`config.mk`:
```
export PLATFORM = sky130hd
export DESIGN_NAME = inst_loader
export DESIGN_NICKNAME = d
export VERILOG_FILES = /design/src/rtl/inst_loader.sv
export SDC_FILE = /design/constraint.sdc
export NUM_CORES = 1
export LEC_CHECK = 0
export CAP_MARGIN = 10
export CELL_PAD_IN_SITES_DETAIL_PLACEMENT = 0
export CELL_PAD_IN_SITES_GLOBAL_PLACEMENT = 1
export CORE_ASPECT_RATIO = 1.5
export CORE_MARGIN = 2
export CORE_UTILIZATION = 40
export CTS_BUF_LIST = sky130_fd_sc_hd__clkbuf_2
export CTS_CLUSTER_SIZE = 28
export DETAILED_ROUTE_END_ITERATION = 10
export PLACE_DENSITY = 0.81
export SLEW_MARGIN = 25
export SYNTH_ARGS = -nofsm -noshare
export SYNTH_HDL_FRONTEND = slang
export SYNTH_SLANG_ARGS = --single-unit
```
`constraint.sdc`:
```
create_clock -name clk -period 2.4 [get_ports clk]
set_input_delay 0.36 -clock clk [delete_from_list [all_inputs] [get_ports clk]]
set_output_delay 0.36 -clock clk [all_outputs]
set_load 0.005 [all_outputs]
```
`src/rtl/inst_loader.sv`:
```
// inst_loader: boot-time byte-stream loader that fills the instruction RAM
module inst_loader #(
  parameter int ADDR_W  = 6,
  parameter int TIMEOUT = 1024
) (
  input  logic              clk,
  input  logic              rst,
  input  logic              start,
  input  logic              byte_valid,
  input  logic [7:0]        byte_data,
  output logic              byte_ready,
  output logic              we,
  output logic [ADDR_W-1:0] waddr,
  output logic [31:0]       wdata,
  output logic              cpu_hold,
  output logic              busy,
  output logic              done,
  output logic              err,
  output logic [ADDR_W:0]   word_count
);
  localparam int CAP = 2 ** ADDR_W;
  localparam int TW  = $clog2(TIMEOUT + 1);
  typedef enum logic [2:0] {IDLE, LEN, DATA, WRITE, DONE, ERR} state_t;
  state_t          state, state_nx;
  logic [ADDR_W:0] total;
  logic [1:0]      nbytes;
  logic [TW-1:0]   idle;
  logic            xfer, go, tmo, last, len_bad;
  assign xfer    = byte_valid && (state == LEN || state == DATA);
  assign go      = start && (state == IDLE || state == DONE || state == ERR);
  assign tmo     = !xfer && idle == TW'(TIMEOUT - 1);
  assign last    = word_count + (ADDR_W + 1)'(1) == total;
  assign len_bad = int'(byte_data) > CAP;
  // state register
  always_ff @(posedge clk or negedge rst)
    if (!rst) state <= IDLE;
    else      state <= state_nx;
  // next state and state-decoded outputs
  always_comb begin
    state_nx   = state;
    byte_ready = state == LEN || state == DATA;
    we         = state == WRITE;
    busy       = byte_ready || we;
    cpu_hold   = busy;
    done       = state == DONE;
    err        = state == ERR;
    case (state)
      IDLE, DONE, ERR: state_nx = start ? LEN : state;
      LEN:             state_nx = tmo ? ERR : !xfer ? LEN : len_bad ? ERR : DATA;
      DATA:            state_nx = tmo ? ERR : (xfer && nbytes == 2'd3) ? WRITE : DATA;
      WRITE:           state_nx = last ? DONE : DATA;
      default:         state_nx = IDLE;
    endcase
  end
  // word assembly, addressing, word count and idle timer
  always_ff @(posedge clk or negedge rst)
    if (!rst) begin
      total      <= '0;
      nbytes     <= '0;
      idle       <= '0;
      waddr      <= '0;
      wdata      <= '0;
      word_count <= '0;
    end else if (go) begin
      nbytes     <= '0;
      idle       <= '0;
      waddr      <= '0;
      word_count <= '0;
    end else begin
      idle <= (xfer || !(state == LEN || state == DATA)) ? '0 : idle + TW'(1);
      if (state == LEN && xfer)
        total <= byte_data == 8'd0 ? (ADDR_W + 1)'(CAP) : (ADDR_W + 1)'(byte_data);
      if (state == DATA && xfer) begin
        wdata  <= {wdata[23:0], byte_data};
        nbytes <= nbytes + 2'd1;
      end
      if (state == WRITE) begin
        word_count <= word_count + (ADDR_W + 1)'(1);
        if (!last) waddr <= waddr + ADDR_W'(1);
      end
    end
endmodule

```
==> impl_results.html <==
<table>
<tr><th>Metric</th><th>Value</th></tr>
<tr><th colspan="2">Layout</th></tr>
<tr><td>Signed area change from the synthesized netlist to the final layout</td><td>29.6%</td></tr>
<tr><td>Layout Cells excl Fill</td><td>505</td></tr>
<tr><td>Antenna Diode Count</td><td>0</td></tr>
<tr><td>Net count of the finished layout</td><td>414</td></tr>
<tr><td>Filler cells</td><td>739</td></tr>
<tr><td>Share of cells above drive strength 1</td><td>10.7%</td></tr>
<tr><th colspan="2">GRT</th></tr>
<tr><td>Pin count of the biggest net entering global routing</td><td>33</td></tr>
<tr><td>First-pass GRT wire length</td><td>11800 um</td></tr>
<tr><td>Via count of the first global-routing pass</td><td>2447</td></tr>
<tr><td>Initial antenna violation count</td><td>0</td></tr>
<tr><td>Sum of overflow across all layers after global routing</td><td>0</td></tr>
<tr><td>Total routing resource utilization after global routing</td><td>17.3%</td></tr>
<tr><th colspan="2">Clock tree</th></tr>
<tr><td>Clock tree buffer depth</td><td>2</td></tr>
<tr><td>TritonCTS clock tree</td><td>done</td></tr>
<tr><td>Clock latency on the worst-skew pair</td><td>0.49 ns</td></tr>
<tr><td>Number of sinks driven by the clock tree</td><td>68</td></tr>
<tr><td>Number of buffers added by the clock tree synthesis step</td><td>9</td></tr>
<tr><td>Setup Buffers After CTS</td><td>0</td></tr>
<tr><td>CTS clk-pin slew, worst paths</td><td>0.19 ns</td></tr>
<tr><td>Root buffer cell</td><td>clkbuf_2</td></tr>
<tr><td>Htree depth</td><td>3</td></tr>
<tr><th colspan="2">Detailed routing</th></tr>
<tr><td>DRC violation total after the first TritonRoute iteration</td><td>110</td></tr>
<tr><td>Number of vias after detailed routing</td><td>2495</td></tr>
<tr><td>Final Routed Wirelength</td><td>6860 um</td></tr>
<tr><td>Antenna Nets Post-Route</td><td>0</td></tr>
<tr><td>Number of detailed-routing iterations run before antenna repair</td><td>4</td></tr>
<tr><td>DRC violation count after routing</td><td>0</td></tr>
<tr><td>Per-cell routed wire length</td><td>13.6 um</td></tr>
<tr><td>Mean number of vias per cell</td><td>4.94</td></tr>
<tr><th colspan="2">Worst setup path</th></tr>
<tr><td>Worst path max stage delay</td><td>0.52 ns</td></tr>
<tr><td>Critical-path maximum fanout</td><td>9</td></tr>
<tr><td>Worst Path Required</td><td>2.04 ns</td></tr>
<tr><td>Critical path class</td><td>flop to output port</td></tr>
<tr><td>CP Cell Sequence</td><td>nor2_1, nand2_1, clkinv_2, clkdlybuf4s50_1</td></tr>
<tr><td>Startpoint class of the critical path</td><td>flop</td></tr>
<tr><td>Library cell contributing the largest single delay on the critical path</td><td>clkdlybuf4s50_1</td></tr>
<tr><td>Arrival time at the worst endpoint</td><td>1.89 ns</td></tr>
<tr><td>Type of element capturing the critical path</td><td>output port</td></tr>
<tr><th colspan="2">Yosys</th></tr>
<tr><td>Avg Synthesized Cell Area</td><td>9.49 um2</td></tr>
<tr><td>Number of flip-flops and latches in the synthesized netlist</td><td>68</td></tr>
<tr><td>Post-Synthesis Net Count</td><td>345</td></tr>
<tr><td>Share of synthesized flip-flops with an asynchronous set or reset</td><td>100%</td></tr>
<tr><td>Warnings, synthesis</td><td>0</td></tr>
<tr><td>Largest family of logic cells by synthesized area</td><td>simple AND/OR/NAND/NOR gates</td></tr>
<tr><td>Sequential element share of the synthesized area</td><td>54.5%</td></tr>
<tr><td>Primary FF master, synth</td><td>dfrtp_1</td></tr>
<tr><td>Multiplexer fraction of the synthesized cell area</td><td>4.53%</td></tr>
<tr><td>Post-synthesis adder-cell area fraction</td><td>1.60%</td></tr>
<tr><td>Mapped Area</td><td>0.00312 mm2</td></tr>
<tr><td>Number of flops mapped to enable cells by yosys</td><td>0</td></tr>
<tr><td>Compound-cell area share of the yosys netlist</td><td>7.61%</td></tr>
<tr><td>Simple logic cell fraction of the synthesized area</td><td>25.6%</td></tr>
<tr><td>XOR/XNOR Fraction of Synth Area</td><td>4.09%</td></tr>
<tr><td>Cells after Synth</td><td>329</td></tr>
<tr><td>Unique cell type count in the Yosys netlist</td><td>47</td></tr>
<tr><th colspan="2">Floorplan</th></tr>
<tr><td>Width of the die</td><td>76.1 um</td></tr>
<tr><td>Die area</td><td>0.00854 mm2</td></tr>
<tr><td>Core Area</td><td>0.00761 mm2</td></tr>
<tr><td>Initial Util</td><td>41.0%</td></tr>
<tr><td>Number of standard-cell rows in the floorplan</td><td>39</td></tr>
<tr><td>Top-level port count</td><td>63</td></tr>
<tr><td>DIE HEIGHT</td><td>112 um</td></tr>
<tr><th colspan="2">Pwr</th></tr>
<tr><td>Reported leakage power</td><td>1.91 nW</td></tr>
<tr><td>Peak supply drop</td><td>0.424 mV</td></tr>
<tr><td>Pwr per Cell Area</td><td>913 mW/mm2</td></tr>
<tr><th colspan="2">Placement</th></tr>
<tr><td>Detail Placement HPWL</td><td>4890 um</td></tr>
<tr><td>Number of placed instances, taps included</td><td>488</td></tr>
<tr><td>Routability congestion estimate from global placement</td><td>0.835</td></tr>
<tr><td>Post-place setup slack</td><td>0.235 ns</td></tr>
<tr><td>Total of buffers placed on input and output ports</td><td>62</td></tr>
<tr><th colspan="2">Timing</th></tr>
<tr><td>Setup TNS Final</td><td>0 ns</td></tr>
<tr><td>Fin crit period</td><td>2.25 ns</td></tr>
<tr><td>Transition time at the pin with the least slew margin</td><td>0.628 ns</td></tr>
<tr><td>Hold violation total from the final report</td><td>0</td></tr>
<tr><td>Final setup fails</td><td>0</td></tr>
<tr><td>Crit share post-route</td><td>93.7%</td></tr>
<tr><td>Relative slew slack</td><td>58.1%</td></tr>
<tr><td>Max Transition Viols Final</td><td>0</td></tr>
<tr><td>Fin worst setup slack</td><td>0.152 ns</td></tr>
<tr><td>RSZ-0062 raised after global routing</td><td>no</td></tr>
<tr><td>Clk_skew</td><td>0.0225 ns</td></tr>
<tr><td>Fmax</td><td>445 MHz</td></tr>
<tr><th colspan="2">Hold path</th></tr>
<tr><td>Min-Delay Path Class</td><td>primary input to async pin</td></tr>
<tr><th colspan="2">Job</th></tr>
<tr><td>Max Cap Violations</td><td>0</td></tr>
<tr><th colspan="2">Outcome</th></tr>
<tr><td>Run status</td><td>finished, final reports clean</td></tr>
</table>
## cells in the final DEF, fill, tap and decap left out, types with 4 or more instances in the layout
cell type and instances:
buf_4 5, nand2b_1 6, mux2_2 9, and3_1 6
o21ai_0 11, mux2i_1 4, dfrtp_1 66, clkdlybuf4s50_1 61
nor2_1 28, xnor2_1 6, nand2_1 107, ha_1 4
clkbuf_2 9, nand3_1 15, a21oi_1 7, xor2_1 6
## per-stage QoR
stage	cell area (um2)	power, W	utilization [%]	hold slack (ns)
floorplan	3120	0.00228	-	0.0644
global placement	3890	0.00294	51.2	0.415
detailed placement	3890	0.00296	51.2	0.409
CTS	4040	0.00373	53.1	0.386
global route	4050	0.00394	53.2	0.379
finish	4050	0.00369	53.2	0.391
## report_power, final
part | leakage [nW] | switching [W] | internal (W)
registers | 0.911 | 0.000264 | 0.00142
clock network | 0.0797 | 0.000421 | 0.000342
logic | 0.916 | 0.000544 | 0.000702
total | 1.91 | 0.00123 | 0.00246
## cells in the mapped netlist (3+ instances only)
master / count / share of area [%]
buf_1: 3 / 0.36
nor2_1: 28 / 3.4
and2_1: 3 / 0.60
o31ai_1: 3 / 0.72
dfrtp_1: 68 / 54
inv_1: 3 / 0.36
mux2_2: 9 / 3.2
and3_1: 6 / 1.2
nand3_1: 15 / 2.4
o21ai_0: 11 / 1.8
mux2i_1: 4 / 1.3
xnor2_1: 6 / 1.7
a21oi_1: 8 / 1.3
ha_1: 4 / 1.6
nand2_1: 107 / 13
nand2b_1: 6 / 1.2
clkbuf_1: 7 / 0.84
xor2_1: 6 / 1.7
## final timing paths
| kind | from | to | slack (ns) | depth (start not counted) |
|---|---|---|---|---|
| max | state[2]$_DFFE_PN0P_ | we | 0.15 | 4 |
| min | rst | waddr[4]$_DFFE_PN0P_ | 0.39 | 2 |
| max reg2reg | word_count[1]$_DFFE_PN0P_ | waddr[5]$_DFFE_PN0P_ | 0.25 | 7 |
| min reg2reg | wdata[26]$_DFFE_PN0P_ | wdata[26]$_DFFE_PN0P_ | 0.50 | 2 |
| max in group asynchronous | rst | wdata[3]$_DFFE_PN0P_ | 1.39 | 3 |
| min in group clk | byte_data[0] | wdata[0]$_DFFE_PN0P_ | 0.44 | 3 |
## sequential cells by signal (all words and copies together) (netlist names)
| signal | flops |
|---|---|
| waddr | 6 |
| total | 7 |
| word_count | 7 |
| nbytes | 2 |
| idle | 11 |
| state | 3 |
| wdata | 32 |
## layout make-up
cell class              count  area (um2)  area share, %
clock buffers               9        45.0           1.11
well taps                 102         128           3.15
flip-flops and latches     68        1700           42.1
multi-input cells         245        1360           33.6
repair buffers             70         703           17.4
clock inverters             7        90.1           2.23
inverters                   4        16.3          0.402
## layer usage
metal  track usage, %  vias to the layer above  wire length, um
li1                 -                     1242                -
met3             3.30                        9              225
met5                0                        -                0
met1             22.2                     1194             3050
met4             7.76                        0              111
met2             28.5                       50             3470
## worst max-delay path: cells and delay by family (launching register included)
family	cells	cell delay (ns)
buf+inv	2	0.67
simple gates	2	0.22
flops	1	0.51
## kinds of logic (layout without fill, tap and decap cells)
family | after synthesis | count (layout)
multiplexers | 13 | 13
AO/OA/AOI/OAI | 35 | 35
XOR/XNOR | 13 | 13
flip-flops | 68 | 68
buffers and inverters | 16 | 90
AND/OR/NAND/NOR | 180 | 180
adder cells (fa/ha/maj) | 4 | 4
## what timing repair did
action,CTS,global route
hold endpoints to repair,24,0
gates resized for setup,1,3
endpoints found under the setup margin,1,5
hold buffers,1,0
Power figures use the tool's default switching activity.
